===== config.mk =====
export PLATFORM = sky130hd
export DESIGN_NAME = mips_cpu_muldiv
export DESIGN_NICKNAME = d
export VERILOG_FILES = /design/src/rtl/mips_cpu_muldiv.sv
export SDC_FILE = /design/constraint.sdc
export NUM_CORES = 1
export LEC_CHECK = 0
export ABC_CLOCK_PERIOD_IN_PS = 3300
export CORE_MARGIN = 3
export CORE_UTILIZATION = 45
export CTS_CLUSTER_SIZE = 16
export DETAILED_ROUTE_END_ITERATION = 7
export PLACE_DENSITY_LB_ADDON = 0.2
export SLEW_MARGIN = 20
export SYNTH_ARGS = -nofsm -noshare
export SYNTH_HDL_FRONTEND = slang
export SYNTH_SLANG_ARGS = --single-unit

===== constraint.sdc =====
create_clock -name clk -period 3.3 [get_ports clk]
set_input_delay 0.495 -clock clk [delete_from_list [all_inputs] [get_ports clk]]
set_output_delay 0.495 -clock clk [all_outputs]
set_load 0.02 [all_outputs]

===== src/rtl/mips_cpu_muldiv.sv =====
// Iterative MULT/MULTU/DIV/DIVU sequencer owning the HI/LO result pair.
// Optional MULDIV_EARLY_TERM_EN: multiply RUN ends once remaining multiplier bits are zero.
//
// state | meaning
// IDLE  | waiting for start; operands latched on start
// PREP  | operand magnitudes and result signs; divide-by-zero shortcut
// RUN   | one multiplier/quotient bit per cycle
// FIX   | sign correction, results registered into hi_out/lo_out
// DONE  | done pulse; start here chains straight into PREP
module mips_cpu_muldiv #(
    parameter int XLEN = 32
) (
    input  logic            clk,
    input  logic            reset,
    input  logic            clk_enable,
    input  logic            start,
    input  logic [1:0]      op,
    input  logic [XLEN-1:0] op_a,
    input  logic [XLEN-1:0] op_b,
    output logic            busy,
    output logic            done,
    output logic [XLEN-1:0] hi_out,
    output logic [XLEN-1:0] lo_out,
    output logic            div_zero
);
    localparam int CW = $clog2(XLEN);

    typedef enum logic [2:0] {S_IDLE, S_PREP, S_RUN, S_FIX, S_DONE} state_t;

    state_t              state_q, state_d;
    logic [1:0]          op_q;
    logic [XLEN-1:0]     a_q, b_q;
    logic [CW-1:0]       cnt_q;
    logic [2*XLEN-1:0]   acc_q, mcand_q;
    logic [XLEN-1:0]     mplier_q;
    logic [XLEN-1:0]     rem_q;
    logic                neg_res_q, neg_rem_q;

    logic                is_div, is_signed, b_zero, run_last;
    logic [XLEN-1:0]     mag_a, mag_b;
    logic [XLEN:0]       div_shift, div_diff;
    logic [2*XLEN-1:0]   prod_fix;

    assign is_div    = op_q[1];
    assign is_signed = ~op_q[0];
    assign b_zero    = (b_q == '0);
    assign mag_a     = (is_signed && a_q[XLEN-1]) ? -a_q : a_q;
    assign mag_b     = (is_signed && b_q[XLEN-1]) ? -b_q : b_q;

    // Restoring step: remainder stays below the divisor, so XLEN+1 bits hold the trial subtract.
    assign div_shift = {rem_q, acc_q[XLEN-1]};
    assign div_diff  = div_shift - {1'b0, mcand_q[XLEN-1:0]};
    assign prod_fix  = neg_res_q ? -acc_q : acc_q;

`ifdef MULDIV_EARLY_TERM_EN
    assign run_last = (cnt_q == '0) || (!is_div && (mplier_q[XLEN-1:1] == '0));
`else
    assign run_last = (cnt_q == '0);
`endif

    assign busy = (state_q == S_PREP) || (state_q == S_RUN) || (state_q == S_FIX);
    assign done = (state_q == S_DONE);

    always_ff @(posedge clk or negedge reset) begin
        if (!reset) begin
            state_q <= S_IDLE;
        end else if (clk_enable) begin
            state_q <= state_d;
        end
    end

    always_comb begin
        state_d = state_q;
        case (state_q)
            S_IDLE:  if (start) state_d = S_PREP;
            S_PREP:  state_d = (is_div && b_zero) ? S_DONE : S_RUN;
            S_RUN:   if (run_last) state_d = S_FIX;
            S_FIX:   state_d = S_DONE;
            S_DONE:  state_d = start ? S_PREP : S_IDLE;
            default: state_d = S_IDLE;
        endcase
    end

    always_ff @(posedge clk or negedge reset) begin
        if (!reset) begin
            op_q      <= '0;
            a_q       <= '0;
            b_q       <= '0;
            cnt_q     <= '0;
            acc_q     <= '0;
            mcand_q   <= '0;
            mplier_q  <= '0;
            rem_q     <= '0;
            neg_res_q <= 1'b0;
            neg_rem_q <= 1'b0;
            hi_out    <= '0;
            lo_out    <= '0;
            div_zero  <= 1'b0;
        end else if (clk_enable) begin
            case (state_q)
                S_IDLE, S_DONE: begin
                    if (start) begin
                        op_q     <= op;
                        a_q      <= op_a;
                        b_q      <= op_b;
                        div_zero <= 1'b0;
                    end
                end
                S_PREP: begin
                    neg_res_q <= is_signed && (a_q[XLEN-1] ^ b_q[XLEN-1]);
                    neg_rem_q <= is_signed && a_q[XLEN-1];
                    cnt_q     <= CW'(XLEN - 1);
                    rem_q     <= '0;
                    if (is_div) begin
                        acc_q   <= {{XLEN{1'b0}}, mag_a};
                        mcand_q <= {{XLEN{1'b0}}, mag_b};
                    end else begin
                        acc_q    <= '0;
                        mcand_q  <= {{XLEN{1'b0}}, mag_a};
                        mplier_q <= mag_b;
                    end
                    if (is_div && b_zero) begin
                        hi_out   <= a_q;
                        lo_out   <= '1;
                        div_zero <= 1'b1;
                    end
                end
                S_RUN: begin
                    cnt_q <= cnt_q - 1'b1;
                    if (is_div) begin
                        // acc_q[XLEN-1:0] shifts dividend bits out the top and quotient bits in the bottom
                        if (!div_diff[XLEN]) begin
                            rem_q <= div_diff[XLEN-1:0];
                            acc_q <= {acc_q[2*XLEN-1:XLEN], acc_q[XLEN-2:0], 1'b1};
                        end else begin
                            rem_q <= div_shift[XLEN-1:0];
                            acc_q <= {acc_q[2*XLEN-1:XLEN], acc_q[XLEN-2:0], 1'b0};
                        end
                    end else begin
                        acc_q    <= acc_q + (mplier_q[0] ? mcand_q : '0);
                        mcand_q  <= mcand_q << 1;
                        mplier_q <= mplier_q >> 1;
                    end
                end
                S_FIX: begin
                    if (is_div) begin
                        lo_out <= neg_res_q ? -acc_q[XLEN-1:0] : acc_q[XLEN-1:0];
                        hi_out <= neg_rem_q ? -rem_q : rem_q;
                    end else begin
                        hi_out <= prod_fix[2*XLEN-1:XLEN];
                        lo_out <= prod_fix[XLEN-1:0];
                    end
                end
                default: ;
            endcase
        end
    end

endmodule


==> results of run 1 <==
[power groups by stage]
stage               Clock [mW]  Sequential [mW]  Combinational [mW]
CTS                       4.77             7.20                19.8
global route              4.94             7.52                22.9
finish                    4.70             7.33                21.3
detailed placement           0             7.24                18.8
floorplan                    0             7.21                10.7
global placement             0             7.17                18.4
[sequential cells by signal (all words and copies together), names as in the netlist]
signal,cells
div_zero,1
lo_out,32
state_q,3
neg_res_q,1
cnt_q,5
rem_q,32
mplier_q,32
mcand_q,64
neg_rem_q,1
hi_out,32
op_q,2
a_q,32
acc_q,64
b_q,32
[cell families after synthesis]
kind of cell / after synthesis / share of synthesized area (%)
flip-flops: 333 / 35.2
adder cells (fa/ha/maj): 103 / 5.50
multiplexers: 92 / 4.20
AO/OA/AOI/OAI: 858 / 22.3
AND/OR/NAND/NOR: 1013 / 19.8
buffers and inverters: 255 / 4.16
XOR/XNOR: 241 / 8.91
[metrics by stage]
stage | hold slack (ns) | instances
global route | 0.433 | 4005
detailed placement | 0.421 | 3878
CTS | 0.408 | 3978
finish | 0.418 | 4007
floorplan | 0.199 | 2895
global placement | 0.419 | 3878
[repair_timing]
item                       4_1_cts  5_1_grt
buffers inserted                22       26
setup endpoints to repair       83      132
gates cloned                     4        4
gates resized for setup        159      210
hold buffers                     1        0
hold endpoints to repair        38        0
pin swaps                       68      114
[worst paths after layout]
| check | to | depth (start not counted) | from |
|---|---|---|---|
| setup / recovery | acc_q[31] | 13 | mplier_q[0] |
| hold reg to reg | mcand_q[63] | 2 | mcand_q[63] |
| min in group clk | b_q[16] | 3 | op_b[16] |
| max in group asynchronous | acc_q[32] | 3 | reset |
| setup reg to reg | acc_q[31] | 13 | mplier_q[0] |
| hold / removal | lo_out[2] | 2 | reset |
[per-layer routing]
metal	global-route usage (%)	vias to the layer above	wire length [µm]
met4	11.6	0	3780
met1	42.9	11700	37900
met3	4.90	198	7130
met2	45.7	1050	38500
li1	-	11100	-
met5	0	-	0
[layout make-up]
cell class                      instances  area share, %
Antenna cell                            2         0.0157
Clock buffer                           54           3.57
Clock inverter                         19          0.763
Inverter                               69          0.814
Multi-Input combinational cell       2308           50.9
Sequential cell                       333           26.2
Tap cell                              680           2.67
Timing Repair Buffer                  542           15.1
[placed cells by master, fill, tap and decap left out, drive strengths merged, types with 22 or more instances in the layout]
| master | count |
|---|---|
| buf | 404 |
| dfrtp | 333 |
| nor2 | 319 |
| nand2 | 305 |
| a21oi | 285 |
| o21ai | 210 |
| clkdlybuf4s50 | 135 |
| xnor2 | 130 |
| nand3 | 115 |
| xor2 | 112 |
| ha | 101 |
| and2 | 82 |
| a211oi | 72 |
| inv | 71 |
| a31oi | 61 |
| mux2 | 59 |
| clkbuf | 56 |
| o31ai | 47 |
| a21o | 44 |
| nor3 | 37 |
| mux2i | 33 |
| and3 | 22 |
| o311ai | 22 |
==> impl_metrics.csv, run 1 <==
group,metric,value,unit
outcome,status,"finished, violations left",
outcome,violations,"negative setup slack",
clocking,cts_sinks,333,
finish,finalInstanceArea,0.0318,mm²
sta,worst_pin_slew,1.07,ns
sta,layout_setup_ws,-0.291,ns
pwr,intPower,17.8,mW
grt,grt_pass1_wl,133000,µm
place,place_area,0.0282,mm²
floorplanning,io_pins,137,
sta,hold_viol,0,
pwr,seqPwrFrac,22.0,%
floorplanning,std_cell_rows,83,
logic_synthesis,synthArstFlopShare,100,%
clocking,htree_levels,2,
pwr,ir_drop,559,µV
logic_synthesis,synth_area,0.0237,mm²
setup_path,reg2reg_slack,-0.29,ns
floorplanning,fp.dieH,235,µm
setup_path,end_kind,"flop",
finish,final.fill_count,4403,
setup_path,crit_fanout,6,
sta,slew_headroom,28.1,%
floorplanning,die_width,235,µm
logic_synthesis,ys_top_cells_by_area,"dfrtp_1 35%, a21oi_1 6.0%, ha_1 5.3%",
place,portBuffers,136,
logic_synthesis,synth_edf_count,0,
finish,multi_input_area,0.0162,mm²
floorplanning,die_area,0.0555,mm²
drt,drt-wirelength-per-cell,21.8,µm
pwr,netSwitchingFraction,46.7,%
drt,drtIter0Drc,2113,
setup_path,cp_num_buf_inv,1,
drt,routed_wl,87300,µm
flow_run,cap_violations,0,
setup_path,cp_data_required_time,3.74,ns
pwr,power.share.clock,14.1,%
logic_synthesis,synth_top_area_share,35.2,%
grt,antenna_found_initial,1,
drt,first_pass_iters,8,
logic_synthesis,synthDistinctLibCells,72,
sta,fin_crit_sh,109,%
logic_synthesis,synthFlopType,"dfrtp_1",
worst_hold_path,hp-class,"in -> async",
drt,ant_nets,0,
clocking,root_buffer,"clkbuf_16",
setup_path,crit_type,"reg -> reg",
logic_synthesis,synth_cells,2895,
sta,final_max_slew_viol_count,0,
place,gp_congestion,1.03,
setup_path,crit_path_top_delay_cell,"or3b_4",
grt,grt_overflow,0,
logic_synthesis,synth_nets,3068,
pwr,comb_power_share,63.9,%
drt,drc,0,
grt,grtUsageTotal,30.0,%
floorplanning,fp.coreArea,0.0517,mm²
finish,syn_to_final_growth,34.2,%
logic_synthesis,yosysSeqAreaShare,35.2,%
setup_path,crit_family,"simple AND/OR/NAND/NOR gates",
clocking,cts_tree,"yes",
pwr,total_power,33.3,mW
logic_synthesis,synth_top_cell_by_area,"dfrtp_1",
clocking,clk_latency,0.59,ns
logic_synthesis,synth.most_common_cell,"dfrtp_1",
setup_path,startpoint_type,"flop",
pwr,switching_power,15.6,mW
setup_path,worstPathArrival,4.03,ns
grt,first_global_vias,22800,
floorplanning,start_util,45.8,%
pwr,power_density,1050,mW/mm²
clocking,cts.clk_slew.worst_paths,0.06,ns
pwr,leakagePower,13.5,nW
sta,tns,-1.56,ns
drt,vias,24100,
finish,seqCellArea,0.00834,mm²
sta,period_needed,3.59,ns
grt,grt_max_degree,144,
place,pre_cts_ws,-0.495,ns
sta,skew,0.0442,ns
finish,final_util,61.5,%
finish,drive_gt1_share,24.6,%
setup_path,max_stage_delay,0.43,ns
logic_synthesis,syn_area_per_cell,8.19,µm²
sta,setup_viol,16,
clocking,clock_path_buffers,3,
place,dp_hpwl,63900,µm
sta,rsz0062_at_grt,"yes",
logic_synthesis,synth.yosys.warnings,0,
logic_synthesis,synthTopCellsByCount,"333 x dfrtp_1, 319 x nor2_1, 305 x nand2_1",
sta,fmax,0.278,GHz
logic_synthesis,yosys_register_bits,333,
setup_path,crit_chain,"buf_6 -> and2_4 -> ha_4 -> and3_4 -> or3b_1 -> or3b_4 -> a2111oi_4 -> or2_4 -> a31oi_4 -> o31a_1 -> xnor2_1 -> a22oi_1 -> a21oi_2",
drt,via_per_inst,6.00,
finish,fin_nets,3467,
clocking,cts_buffers,40,
No activity file was read; power rests on OpenSTA's default activity.
==> run 2, diff against run 1 <==
--- a/config.mk
+++ b/config.mk
@@ -10,7 +10,9 @@
 export CORE_UTILIZATION = 45
 export CTS_CLUSTER_SIZE = 16
 export DETAILED_ROUTE_END_ITERATION = 7
+export MAX_ROUTING_LAYER = met4
 export PLACE_DENSITY_LB_ADDON = 0.2
+export REMOVE_ABC_BUFFERS = 1
 export SLEW_MARGIN = 20
 export SYNTH_ARGS = -nofsm -noshare
 export SYNTH_HDL_FRONTEND = slang
==> run 2 against run 1 <==
  * The run still ends with negative setup slack left
  * First-iteration DRC count shrank 3.8%
  * Largest cell class unchanged
  * Via count shrank 2.5%
  * Hold slack gained 0.053 ns
  * Global-route usage grew 0.43 points
  * Clock-buffer cell count grew 3
  * Die area is the same
  * Setup slack gained 0.029 ns
  * Flip-flop and latch count is the same
  * Register-to-register slack gained 0.03 ns
  * Routed wire length shrank 2.3%
==> impl_metrics.csv, run 2 (synthesized netlist as in run 1, its figures left out) <==
group,metric,value,unit
floorplanning,fp.dieH,235,µm
place,dp_cells,3874,
clocking,cts_sinks,333,
drt,drc,0,
clocking,cts_buffers,41,
drt,ant_nets,0,
finish,fin_nets,3445,
finish,final_cell_mix,"349 x buf_4, 327 x dfrtp_1, 309 x nor2_1",
worst_hold_path,hp-class,"in -> reg",
finish,final_common_cell,"buf_4",
place,gp_congestion,0.940,
setup_path,cp_data_required_time,3.74,ns
drt,routed_wl,85300,µm
place,dp_hpwl,64000,µm
finish,final.fill_count,4577,
setup_path,crit_path_top_delay_cell,"dfrtp_2",
sta,layout_setup_ws,-0.262,ns
flow_run,cap_violations,0,
grt,antenna_found_initial,1,
finish,stdcell_count,3986,
setup_path,r2r-end,"acc_q[31]",
sta,period_needed,3.56,ns
clocking,clock_path_buffers,3,
setup_path,crit_type,"reg -> reg",
clocking,root_buffer,"clkbuf_16",
drt,via_per_inst,5.89,
sta,slew_headroom,37.6,%
setup_path,cp.depth,13,
finish,syn_to_final_growth,32.6,%
outcome,status,"finished, violations left",
setup_path,reg2regPathDepth,13,
drt,drtIter0Drc,2032,
pwr,leakagePower,13.4,nW
floorplanning,die_area,0.0555,mm²
floorplanning,die_width,235,µm
sta,skew,0.0280,ns
setup_path,crit_fanout,7,
outcome,violations,"negative setup slack",
sta,final_max_slew_viol_count,0,
floorplanning,io_pins,137,
grt,grt_pass1_wl,130000,µm
pwr,power_density,1050,mW/mm²
sta,fmax,0.281,GHz
sta,worst_pin_slew,0.937,ns
floorplanning,fp.coreArea,0.0517,mm²
setup_path,crit_family,"simple AND/OR/NAND/NOR gates",
setup_path,max_stage_delay,0.47,ns
setup_path,crit_start,"mplier_q[0]",
clocking,cts_tree,"yes",
place,place_area,0.0281,mm²
setup_path,cp_num_buf_inv,1,
finish,finalInstanceArea,0.0314,mm²
clocking,cts.clk_slew.worst_paths,0.06,ns
grt,grt_max_degree,96,
setup_path,startpoint_type,"flop",
grt,first_global_vias,22200,
setup_path,reg2reg_from,"mplier_q[0]",
clocking,clk_latency,0.59,ns
pwr,total_power,32.8,mW
floorplanning,std_cell_rows,83,
setup_path,endpoint,"acc_q[31]",
place,portBuffers,136,
setup_path,end_kind,"flop",
finish,drive_gt1_share,22.9,%
grt,grtUsageTotal,30.4,%
setup_path,reg2reg_slack,-0.26,ns
drt,first_pass_iters,5,
setup_path,worstPathArrival,4.00,ns
floorplanning,start_util,45.8,%
pwr,ir_drop,569,µV
drt,vias,23500,
clocking,htree_levels,2,
setup_path,crit_chain,"buf_12 -> and2_4 -> ha_4 -> and3_4 -> or3b_1 -> or3b_4 -> a2111oi_4 -> or2_4 -> a31oi_2 -> o31a_1 -> xnor2_1 -> a22oi_1 -> a21oi_1",
finish,reg_top3,"acc_q (64), mcand_q (64)",
sta,setup_viol,22,
grt,grt_overflow,0,
sta,fin_crit_sh,108,%
sta,hold_viol,0,
sta,rsz0062_at_grt,"yes",
drt,drt-wirelength-per-cell,21.4,µm
==> run 2: metrics by stage <==
step | utilization [%] | worst slack [ns] | hold slack [ns] | setup TNS, ns
after global placement | 54.3 | -0.438 | 0.467 | -5.33
after floorplan | - | -3.87 | 0.199 | -716.48
after CTS | 59.1 | -0.236 | 0.434 | -1.88
final | 60.8 | -0.262 | 0.471 | -2.34
after detailed placement | 54.3 | -0.540 | 0.490 | -9.02
after global routing | 60.8 | -0.329 | 0.484 | -5.18
==> run 2: worst min path at each step <==
| stage | slack, ns | cells past startpoint | end | startpoint |
|---|---|---|---|---|
| global placement | 0.47 | 2 | mcand_q[63] | mcand_q[63] |
| finish | 0.47 | 3 | b_q[16] | op_b[16] |
| detailed placement | 0.49 | 2 | mcand_q[36] | mcand_q[36] |
| floorplan | 0.20 | 0 | a_q[0] | reset |
| CTS | 0.43 | 3 | b_q[16] | op_b[16] |
| global route | 0.48 | 3 | b_q[16] | op_b[16] |
==> run 2: power breakdown <==
group          internal [mW]  switching [mW]  leakage, nW
clock network           3.03            1.94        0.725
registers               5.56            1.61         4.00
logic                   8.95            11.7         8.68
total                   17.5            15.3         13.4
==> run 2: repair_timing <==
| action | 4_1_cts | 5_1_grt |
|---|---|---|
| hold endpoints to repair | 56 | 0 |
| gates cloned | 3 | 1 |
| hold buffers | 1 | 0 |
| gates resized for setup | 165 | 162 |
| endpoints found under the setup margin | 92 | 134 |
| pin swaps | 64 | 85 |
| buffers inserted | 18 | 15 |
==> run 2: per-layer routing <==
layer	global-route usage, %	part of all wire, %	wire length, µm	vias up
met5	-	0	0	-
met4	6.84	2.5	2150	0
met3	4.64	6.9	5880	135
met2	46.0	44	37800	736
met1	43.3	46	39500	11500
li1	-	-	-	11100
==> run 2: layout make-up <==
cell class	instances	area [µm²]	area share (%)
multi-input combinational	2307	15900	50.6
sequential	333	8340	26.6
timing repair buffer	520	4590	14.6
clock buffer	57	1170	3.71
tap	680	851	2.71
clock inverter	19	300	0.956
inverter	69	259	0.824
antenna	1	2.50	0.00796
==> run 2: worst min-delay path: cells and delay by family <==
| kind | cells | cell delay, ns |
|---|---|---|
| AOI/OAI and AO/OA | 1 | 0.07 |
| and+or+nand+nor | 1 | 0.05 |
| buffers and inverters | 1 | 0.40 |
